===== src/rtl/alu_pkg.sv =====
// ============================================================================
// Module   : alu_pkg
// Brief    : Shared ALU opcode type plus arbiter state encoding and defaults.
// Revision : 1.0 - initial release
// ============================================================================
`default_nettype none

package alu_pkg;

  typedef enum logic [2:0] {
    no_op  = 3'b000,
    add_op = 3'b001,
    and_op = 3'b010,
    xor_op = 3'b011,
    mul_op = 3'b100,
    rst_op = 3'b111
  } operation_t;

  typedef logic [1:0] arb_state_t;

  localparam arb_state_t IDLE = 2'd0;
  localparam arb_state_t BUSY = 2'd1;
  localparam arb_state_t RESP = 2'd2;

  localparam int ARB_TIMEOUT = 16;

endpackage

`default_nettype wire


===== src/rtl/rr_pick.sv =====
// ============================================================================
// Module   : rr_pick
// Brief    : Combinational round-robin pick, searching upward from ptr+1.
// Revision : 1.0 - initial release
// ============================================================================
`default_nettype none

module rr_pick #(
  parameter int N  = 4,
  parameter int PW = $clog2(N)
) (
  input  logic [N-1:0]  req,
  input  logic [PW-1:0] ptr,
  output logic [N-1:0]  win,
  output logic          any
);

  localparam logic [PW:0] c_N = (PW+1)'(N);

  logic [PW:0]  w_sh;
  logic [N-1:0] w_rot;
  logic [N-1:0] w_low;

  // Rotate so bit 0 is requester ptr+1, take the lowest set bit, rotate back.
  assign w_sh  = {1'b0, ptr} + (PW+1)'(1);
  assign w_rot = N'({req, req} >> w_sh);
  assign w_low = w_rot & (~w_rot + N'(1));
  assign win   = N'({w_low, w_low} >> (c_N - w_sh));
  assign any   = |req;

endmodule

`default_nettype wire


===== src/rtl/alu_arbiter.sv =====
// ============================================================================
// Module   : alu_arbiter
// Brief    : Round-robin sequencer sharing one tinyalu among N_REQ requesters.
// Revision : 1.0 - initial release
// ============================================================================
`default_nettype none

module alu_arbiter
  import alu_pkg::*;
#(
  parameter int N_REQ   = 4,
  parameter int TIMEOUT = ARB_TIMEOUT
) (
  input  logic               clk,
  input  logic               reset_n,
  input  logic [N_REQ-1:0]   req,
  input  logic [N_REQ*3-1:0] req_op,
  input  logic [N_REQ*8-1:0] req_a,
  input  logic [N_REQ*8-1:0] req_b,
  output logic [N_REQ-1:0]   grant,
  output logic [N_REQ-1:0]   rsp_valid,
  output logic [15:0]        rsp_result,
  output logic               rsp_err,
  output logic               busy,
  output logic               alu_start,
  output logic [2:0]         alu_op,
  output logic [7:0]         alu_a,
  output logic [7:0]         alu_b,
  input  logic [15:0]        alu_result,
  input  logic               alu_done
);

  localparam int PW = $clog2(N_REQ);
  localparam int CW = $clog2(TIMEOUT);
  localparam logic [CW-1:0] c_CNT_LAST = CW'(TIMEOUT - 1);
  localparam logic [PW-1:0] c_PTR_RST  = PW'(N_REQ - 1);

  arb_state_t       r_state;
  logic [PW-1:0]    r_ptr;
  logic [PW-1:0]    r_idx;
  logic [N_REQ-1:0] r_owner;
  logic [N_REQ-1:0] r_grant;
  logic [N_REQ-1:0] r_rsp_valid;
  logic [15:0]      r_result;
  logic             r_err;
  logic             r_alu_start;
  logic [2:0]       r_alu_op;
  logic [7:0]       r_alu_a;
  logic [7:0]       r_alu_b;
  logic [CW-1:0]    r_cnt;

  logic [N_REQ-1:0] w_win;
  logic             w_any;
  logic [PW-1:0]    w_idx;
  logic [2:0]       w_op_arr [N_REQ];
  logic [7:0]       w_a_arr  [N_REQ];
  logic [7:0]       w_b_arr  [N_REQ];

  generate
    for (genvar g = 0; g < N_REQ; g++) begin : g_unpack
      assign w_op_arr[g] = req_op[g*3 +: 3];
      assign w_a_arr[g]  = req_a[g*8 +: 8];
      assign w_b_arr[g]  = req_b[g*8 +: 8];
    end
  endgenerate

  rr_pick #(
    .N (N_REQ)
  ) u_pick (
    .req (req),
    .ptr (r_ptr),
    .win (w_win),
    .any (w_any)
  );

  always_comb begin
    w_idx = '0;
    for (int i = 0; i < N_REQ; i++) begin
      if (w_win[i]) w_idx = PW'(i);
    end
  end

  always_ff @(posedge clk or negedge reset_n) begin
    if (!reset_n) begin
      r_state     <= IDLE;
      r_ptr       <= c_PTR_RST;
      r_idx       <= '0;
      r_owner     <= '0;
      r_grant     <= '0;
      r_rsp_valid <= '0;
      r_result    <= '0;
      r_err       <= 1'b0;
      r_alu_start <= 1'b0;
      r_alu_op    <= '0;
      r_alu_a     <= '0;
      r_alu_b     <= '0;
      r_cnt       <= '0;
    end else begin
      case (r_state)
        IDLE: begin
          r_rsp_valid <= '0;
          if (w_any) begin
            r_idx       <= w_idx;
            r_owner     <= w_win;
            r_grant     <= w_win;
            r_alu_start <= 1'b1;
            r_alu_op    <= w_op_arr[w_idx];
            r_alu_a     <= w_a_arr[w_idx];
            r_alu_b     <= w_b_arr[w_idx];
            r_cnt       <= '0;
            r_state     <= BUSY;
          end
        end
        BUSY: begin
          r_grant <= '0;
          // A completion in the last counted cycle still beats the timeout.
          if (alu_done) begin
            r_result    <= alu_result;
            r_err       <= 1'b0;
            r_alu_start <= 1'b0;
            r_rsp_valid <= r_owner;
            r_state     <= RESP;
          end else if (r_cnt == c_CNT_LAST) begin
            r_result    <= 16'h0000;
            r_err       <= 1'b1;
            r_alu_start <= 1'b0;
            r_rsp_valid <= r_owner;
            r_state     <= RESP;
          end else begin
            r_cnt <= r_cnt + CW'(1);
          end
        end
        RESP: begin
          r_rsp_valid <= '0;
          r_ptr       <= r_idx;
          r_state     <= IDLE;
        end
        default: r_state <= IDLE;
      endcase
    end
  end

  assign grant      = r_grant;
  assign rsp_valid  = r_rsp_valid;
  assign rsp_result = r_result;
  assign rsp_err    = r_err;
  assign busy       = (r_state != IDLE);
  assign alu_start  = r_alu_start;
  assign alu_op     = r_alu_op;
  assign alu_a      = r_alu_a;
  assign alu_b      = r_alu_b;

endmodule

`default_nettype wire


===== config.mk =====
export PLATFORM = sky130hd
export DESIGN_NAME = alu_arbiter
export DESIGN_NICKNAME = d
export VERILOG_FILES = /design/src/rtl/alu_pkg.sv /design/src/rtl/rr_pick.sv /design/src/rtl/alu_arbiter.sv
export SDC_FILE = /design/constraint.sdc
export NUM_CORES = 1
export LEC_CHECK = 0
export CAP_MARGIN = 40
export CELL_PAD_IN_SITES_DETAIL_PLACEMENT = 1
export CELL_PAD_IN_SITES_GLOBAL_PLACEMENT = 1
export CORE_MARGIN = 2
export CORE_UTILIZATION = 42
export CTS_BUF_LIST = sky130_fd_sc_hd__clkbuf_16
export CTS_CLUSTER_DIAMETER = 200
export DETAILED_ROUTE_END_ITERATION = 10
export DONT_BUFFER_PORTS = 1
export PLACE_DENSITY = 0.74
export SYNTH_ARGS = -nofsm -noshare
export SYNTH_HDL_FRONTEND = slang
export SYNTH_SLANG_ARGS = --single-unit

===== constraint.sdc =====
create_clock -name clk -period 1.9 [get_ports clk]
set_clock_uncertainty 0.15 [all_clocks]
set_input_delay 0.38 -clock clk [delete_from_list [all_inputs] [get_ports clk]]
set_output_delay 0.38 -clock clk [all_outputs]
set_load 0.005 [all_outputs]

==> summary.txt, run 1 <==
Run
  – # Max-Cap Violations: 0

Yosys
  – Post-synth top cells: dfrtp_1 (57), nand2_1 (44), o221ai_1 (25)
  – Yosys cell types: 44
  – Register area share after synthesis: approximately half
  – Post-synth EDFFs: 0
  – Area contributors post-synth: dfrtp_1 (48%), o221ai_1 (7.4%), o221ai_2 (7.1%)
  – Async set-reset flop share out of synthesis: 100%
  – Most common cell in the netlist: dfrtp_1
  – Cell taking the most area after synthesis: dfrtp_1
  – Top cell type's share of synthesized area: about half
  – Cells after synthesis: around 270
  – Mapped Nets: between 300 and 400
  – Cell Area, Synth: roughly 2900 sq um
  – Synth Register Bits: slightly below 60
  – Yosys warnings: 0
  – Ys flop type: dfrtp_1
  – Synthesized area per cell: about 11 sq um

Pwr
  – Combinational power share: approximately 38%
  – Pleak: around 1.5 nW
  – Sequential power share: a little under two fifths
  – Power per cell area: about 1800 nW/um^2
  – Clock group share of total power: between 20% and 30%
  – Sw frac: 37.8%
  – Total design power: just over 6 mW
  – VDD IR max: between 500 and 600 uV
  – P_int: around 3.8 mW
  – Switching pwr: 2.32 mW

Critical path
  – Worst Setup End Kind: flip-flop
  – Worst-path maximum fanout: 11
  – Critical path type: flip-flop to flip-flop
  – Startpoint Class: flip-flop
  – Worst EP required: roughly 2 ns
  – Arrival time worst endpoint: approximately 2 ns

STA
  – Setup TNS: 0 ns
  – Slew Viols, Final: 0
  – Least-Margin Pin Slew: ~0.79 ns
  – Final hold violation count: 59
  – Hold WS: -0.396 ns
  – PnR worst setup slack: just under 0.06 ns
  – Max-slew headroom: between 40% and 50%
  – FMAX: about 540 MHz
  – # setup viols final: 0
  – Fin crit period: 1.84 ns
  – Final period util: between 90 and 100%

Clock tree
  – Clock root buffer: clkbuf_16
  – Clock sink count: between 50 and 60
  – CTS tree: built
  – Clock slew at reported path FFs: roughly 0.060 ns
  – H-tree depth: 3
  – CTS buffer count: 9
  – Worst-Skew Late Latency: about 0.32 ns
  – CTS max path bufs: 2

Status
  – Violated checks: hold timing
  – Status: complete, but fails checks

Drt
  – Vias per std cell: roughly 6.2
  – Via count: roughly 2300
  – Post-route ant nets: 0
  – First drt pass iteration count: 4
  – DR WL/cell: about 23 um
  – Iter 0 DRT Violations: 84
  – # DRC: 0
  – Detailed Route WL: roughly 8.5 mm

Finish
  – Area growth from synthesis to layout: 17.6%
  – Layout cells sized above 1: between 20% and 30%
  – # diodes: 0
  – Final instance count without filler cells: roughly 370
  – Final #Nets: about 370

Floorplanning
  – Die Width: slightly below 90 um
  – Die ar.: 7710 sq um
  – Core area: between 6000 and 7000 sq um
  – IO Pins: ~150
  – Starting Density: 43.4%
  – Die span in y: 87.8 um
  – Row count: 30

Placement
  – Dpl ws: approximately 0.0037 ns
  – Post-Place Cells: 350
  – RePlAce Congestion: approximately 0.73
  – Post-DP HPWL: 5.35 mm
  – Port-buffer cells: 0

GRT
  – First-pass GRT wire length: around 12 mm
  – Vias in the first global route: around 2300
  – All-layer global routing usage: roughly a fifth
  – Total gr overflow: 0
  – Initial antenna violation count: 0
  – Largest net degree at the start of global routing: 60

Min path
  – Hold crit path type: input pin to asynchronous set/reset pin
placed cells by master (no fill, tap or decap), types with 2 or more instances in the layout:
cell	n
nand3_1	22
buf_12	3
inv_1	4
o221ai_1	15
nand3_4	3
dfrtp_1	57
dfstp_2	2
clkinv_1	3
nand2b_1	2
a21oi_1	4
clkbuf_16	9
nor2_1	12
and3_4	2
buf_4	8
o21ai_0	11
o21ai_1	2
o32a_4	2
and2b_1	2
a21o_1	6
nand2_1	44
and2_4	2
a22o_1	16
o221ai_2	24
timing repair:
action | in CTS | in global routing
endpoints found under the hold margin | 59 | 59
setup buffers | 0 | 3
gates resized for setup | 0 | 20
endpoints found under the setup margin | 0 | 19
cells by family after synthesis:
group | Yosys count | synth area share, %
buf+inv | 23 | 6.11
fa+ha+maj | 1 | 0.424
xor+xnor | 1 | 0.297
mux | 1 | 0.382
compound gates | 88 | 27.1
simple gates | 93 | 15.6
flops | 59 | 50.1
power groups by stage:
stage	Combinational (mW)	Sequential [mW]	Clock [mW]
final	2.31	2.30	1.52
after detailed placement	1.97	2.31	0
after global routing	2.53	2.37	1.62
after global placement	1.89	2.30	0
after floorplan	1.70	2.18	0
after CTS	1.98	2.31	1.55
final cells by class:
| type | count | area (sq um) |
|---|---|---|
| Clock buffer | 9 | 225 |
| Inverter | 3 | 11.3 |
| Multi-Input combinational cell | 189 | 1460 |
| Timing Repair Buffer | 11 | 120 |
| Tap cell | 96 | 120 |
| Fill cell | 727 | 3330 |
| Clock inverter | 6 | 50.0 |
| Sequential cell | 59 | 1480 |
worst max-delay path, stage by stage (launching register included):
cell and delay (ns):
dfstp_2 0.55, inv_1 0.13, a21oi_1 0.33, o32a_4 0.35
o221ai_1 0.16, nand3_1 0.10
final timing paths:
kind,startpoint,endpoint,slack (ns),cells after the start
worst max-delay path,r_ptr[1]$_DFFE_PN1P_,alu_b[7]$_DFFE_PN0P_,0.06,5
min in group clk,alu_result[12],rsp_result[12]$_DFFE_PN0P_,0.05,1
max in group asynchronous,reset_n,r_ptr[1]$_DFFE_PN1P_,1.80,0
worst max register to register,r_ptr[1]$_DFFE_PN1P_,alu_b[7]$_DFFE_PN0P_,0.06,5
worst min register to register,r_owner[0]$_DFFE_PN0P_,r_owner[0]$_DFFE_PN0P_,0.34,1
worst min-delay path,reset_n,alu_a[4]$_DFFE_PN0P_,-0.40,0
sequential cells by signal, summed over array words and instances (netlist names), 3 cells and up:
name and count:
rsp_valid 4, r_owner 4, alu_op 3, r_cnt 4, alu_b 8, rsp_result 16, grant 4, alu_a 8
per-stage QoR:
stage | hold WS, ns | cell area [sq um] | utilization [%]
after floorplan | -0.0656 | 2950 | -
after global placement | -0.0644 | 2970 | 43.8
after detailed placement | -0.0644 | 2970 | 43.8
after CTS | -0.410 | 3250 | 47.8
after global routing | -0.418 | 3470 | 51.0
final | -0.396 | 3470 | 51.0
layer usage:
layer	part of all wire, %	GRT usage, %
met1	40	24.3
met2	52	33.5
met3	7.3	5.94
met4	0.65	7.69
met5	0	0
No activity file was read; power rests on OpenSTA's default activity.
==> run 2, diff against run 1 <==
Settings changed: CTS_CLUSTER_SIZE set to 28, SLEW_MARGIN set to 20, SYNTH_HIERARCHICAL set to 1.
==> summary.txt, run 2 <==
Status
  – Status: complete, but fails checks (unchanged)
  – Violated checks: hold timing, setup timing (was hold timing)

Yosys
  – Yosys warnings: 6 (was 0)
  – Synth Register Bits: 59 (unchanged)
  – Async set-reset flop share out of synthesis: 100% (unchanged)
  – Cell Area, Synth: 2860 sq um (was 2950 sq um)
  – Yosys cell types: 37 (was 44)
  – Area contributors post-synth: dfrtp_1 (50%), mux2_2 (8.3%), a222oi_1 (6.7%) (was dfrtp_1 (48%), o221ai_1 (7.4%), o221ai_2 (7.1%))
  – Cell taking the most area after synthesis: dfrtp_1 (unchanged)
  – Post-synth top cells: dfrtp_1 (57), nand2_1 (30), o21ai_0 (25) (was dfrtp_1 (57), nand2_1 (44), o221ai_1 (25))
  – Ys flop type: dfrtp_1 (unchanged)
  – Post-synth EDFFs: 0 (unchanged)
  – Top cell type's share of synthesized area: 49.9% (was 48.4%)
  – Most common cell in the netlist: dfrtp_1 (unchanged)
  – Mapped Nets: 352 (was 366)
  – Synthesized area per cell: 11.3 sq um (was 11.1 sq um)
  – Register area share after synthesis: 51.8% (was 50.1%)
  – Cells after synthesis: 252 (was 266)

GRT
  – All-layer global routing usage: 20.5% (was 20.0%)
  – Largest net degree at the start of global routing: 60 (unchanged)
  – Total gr overflow: 0 (unchanged)
  – First-pass GRT wire length: 11.6 mm (was 11.7 mm)
  – Initial antenna violation count: 0 (unchanged)
  – Vias in the first global route: 2238 (was 2301)

Floorplanning
  – Core area: 6680 sq um (was 6790 sq um)
  – Die Width: 86.5 um (was 87.8 um)
  – Die ar.: 7480 sq um (was 7710 sq um)
  – Row count: 30 (unchanged)
  – IO Pins: 145 (unchanged)
  – Die span in y: 86.5 um (was 87.8 um)
  – Starting Density: 42.8% (was 43.4%)

Pwr
  – Power per cell area: 1790 nW/um^2 (was 1770 nW/um^2)
  – Switching pwr: 2.10 mW (was 2.32 mW)
  – Combinational power share: 33.8% (was 37.7%)
  – Clock group share of total power: 28.7% (was 24.8%)
  – P_int: 4.02 mW (was 3.81 mW)
  – Sw frac: 34.3% (was 37.8%)
  – Sequential power share: 37.5% (about the same)
  – VDD IR max: 715 uV (was 598 uV)
  – Pleak: 1.52 nW (was 1.47 nW)

Finish
  – Area growth from synthesis to layout: 19.9% (was 17.6%)
  – Post-Layout Inst Area: 3420 sq um (was 3470 sq um)
  – Layout Utilization: 51.3% (was 51.0%)
  – Max reg flops: 16 (unchanged)
  – Fill cell count: 697 (was 727)
  – Commonest non-fill, non-tap cell in the layout: dfrtp_1 (unchanged)
  – Layout cells sized above 1: 28.4% (was 24.5%)
  – # diodes: 0 (unchanged)
  – Commonest cells after routing, fill and taps aside: dfrtp_1 (57), nand2_1 (29), a22o_1 (20), mux2_2 (20) (was dfrtp_1 (57), nand2_1 (44), o221ai_2 (24))
  – Multi-input gate area: 1260 sq um (was 1460 sq um)
  – Reg area: 1480 sq um (unchanged)
  – Final #Nets: 363 (was 373)

STA
  – Hold WS: -0.401 ns (was -0.396 ns)
  – Final hold violation count: 59 (unchanged)
  – Least-Margin Pin Slew: 0.467 ns (was 0.794 ns)
  – RSZ-0062 raised after global routing: yes
  – # setup viols final: 19 (was 0)
  – Slew Viols, Final: 0 (unchanged)
  – FMAX: 453 MHz (was 543 MHz)
  – Fin crit period: 2.21 ns (was 1.84 ns)
  – Final period util: 116% (was 96.9%)
  – PnR worst setup slack: -0.309 ns (was 0.0583 ns)
  – Max-slew headroom: 68.7% (was 46.7%)

Clock tree
  – H-tree depth: 3 (unchanged)
  – CTS tree: built (unchanged)
  – Worst-Skew Late Latency: 0.32 ns (about the same)
  – Clock slew at reported path FFs: 0.05 ns (was 0.06 ns)
  – CTS max path bufs: 2 (unchanged)
  – CTS buffer count: 9 (unchanged)
  – Clock root buffer: clkbuf_16 (unchanged)
  – Clock sink count: 59 (unchanged)

Critical path
  – Buf/Inv on CP: 2 (was 1)
  – Critical path type: flip-flop to flip-flop (unchanged)
  – Startpoint Class: flip-flop (unchanged)
  – Slowest CP cell: dfstp_2 (unchanged)
  – Arrival time worst endpoint: 2.26 ns (was 1.95 ns)
  – Worst EP required: 1.95 ns (was 2.01 ns)
  – Worst Setup End Kind: flip-flop (unchanged)
  – Crit path largest cell delay: 0.57 ns (was 0.55 ns)
  – CP cell instances: nand2_2, a21oi_2, o21a_1, buf_6, buf_12, mux2_2, a222oi_1, o21ai_1 (was inv_1, a21oi_1, o32a_4, o221ai_1, nand3_1)
  – Crit-path leading delay family: compound AO/OA/AOI/OAI gates (unchanged)
  – Worst-path maximum fanout: 6 (was 11)

Drt
  – Vias per std cell: 6.24 (was 6.19)
  – # DRC: 0 (unchanged)
  – First drt pass iteration count: 4 (unchanged)
  – Post-route ant nets: 0 (unchanged)
  – Via count: 2171 (was 2310)
  – Iter 0 DRT Violations: 111 (was 84)
  – Detailed Route WL: 7.86 mm (was 8.51 mm)
  – DR WL/cell: 22.6 um (was 22.8 um)

Placement
  – Post-DP HPWL: 5.10 mm (was 5.35 mm)
  – Dpl ws: -0.222 ns (was 0.00366 ns)
  – Placed inst area: 3000 sq um (was 2970 sq um)
  – RePlAce Congestion: 0.795 (was 0.731)
  – Port-buffer cells: 0 (unchanged)

Run
  – # Max-Cap Violations: 0 (unchanged)

Min path
  – Hold crit path type: input pin to asynchronous set/reset pin (unchanged)
## run 2: power groups by stage
stage / combinational (mW) / clock [mW] / sequential [mW]
after floorplan: 1.50 / 0 / 2.15
after global placement: 1.79 / 0 / 2.28
after detailed placement: 1.88 / 0 / 2.30
after CTS: 2.01 / 1.80 / 2.30
after global routing: 2.27 / 1.85 / 2.36
final: 2.07 / 1.76 / 2.29
## run 2: cells by family after synthesis
kind of cell / share of synthesized area [%]
AO/OA/AOI/OAI: 22.9
flip-flops: 51.8
AND/OR/NAND/NOR: 9.33
buffers and inverters: 5.39
multiplexers: 10.2
adder cells (fa/ha/maj): 0.438
## run 2: final cells by class
class,count,share of cell area [%]
multi-input cells,168,36.8
repair buffers,19,6.94
clock inverters,7,2.92
clock buffers,9,6.58
inverters,6,0.658
flip-flops and latches,59,43.2
well taps,80,2.92
## run 2: stage by stage
step / cells / setup TNS, ns / power [mW] / hold slack [ns]
final: 348 / -4.60 / 6.12 / -0.401
after floorplan: 252 / -1.73 / 3.65 / -0.0656
after global placement: 329 / -2.55 / 4.07 / -0.0633
after CTS: 347 / -3.83 / 6.10 / -0.412
after global routing: 348 / -6.24 / 6.48 / -0.417
after detailed placement: 329 / -3.43 / 4.18 / -0.0633
## run 2: path summary, 6_finish.rpt
path                                 startpoint                   endpoint  slack, ns  cells past startpoint
setup / recovery           r_ptr[0]$_DFFE_PN1N_      alu_op[2]$_DFFE_PN0P_      -0.31                      8
hold / removal                          reset_n       r_cnt[3]$_DFFE_PN0P_      -0.40                      0
setup reg to reg           r_ptr[0]$_DFFE_PN1N_      alu_op[2]$_DFFE_PN0P_      -0.31                      8
hold reg to reg            alu_a[6]$_DFFE_PN0P_       alu_a[6]$_DFFE_PN0P_       0.36                      2
max in group asynchronous               reset_n       r_ptr[0]$_DFFE_PN1N_       1.78                      0
min in group clk                  alu_result[6]  rsp_result[6]$_DFFE_PN0P_       0.04                      1
## run 2: what timing repair did
action	in CTS	in global routing
pin swaps	14	8
setup buffers	2	0
endpoints found under the hold margin	59	59
gates resized for setup	26	6
gates cloned	1	1
setup endpoints to repair	19	22
## run 2: routing by layer
metal  wire length (um)  global-route usage (%)  share of wire (%)  up-vias
met5                  0                       0                  0        -
met4                138                    7.81                1.8        0
met3                572                    6.29                7.3       13
met2               4160                    36.7                 53      106
met1               2990                    22.8                 38     1068
li1                   -                       -                  -      984
==> run 3, diff against run 2 <==
Settings changed: CAP_MARGIN 40 to not set.
==> results of run 3 <==
No change in the layout: final DEF, timing and power equal those of run 2.
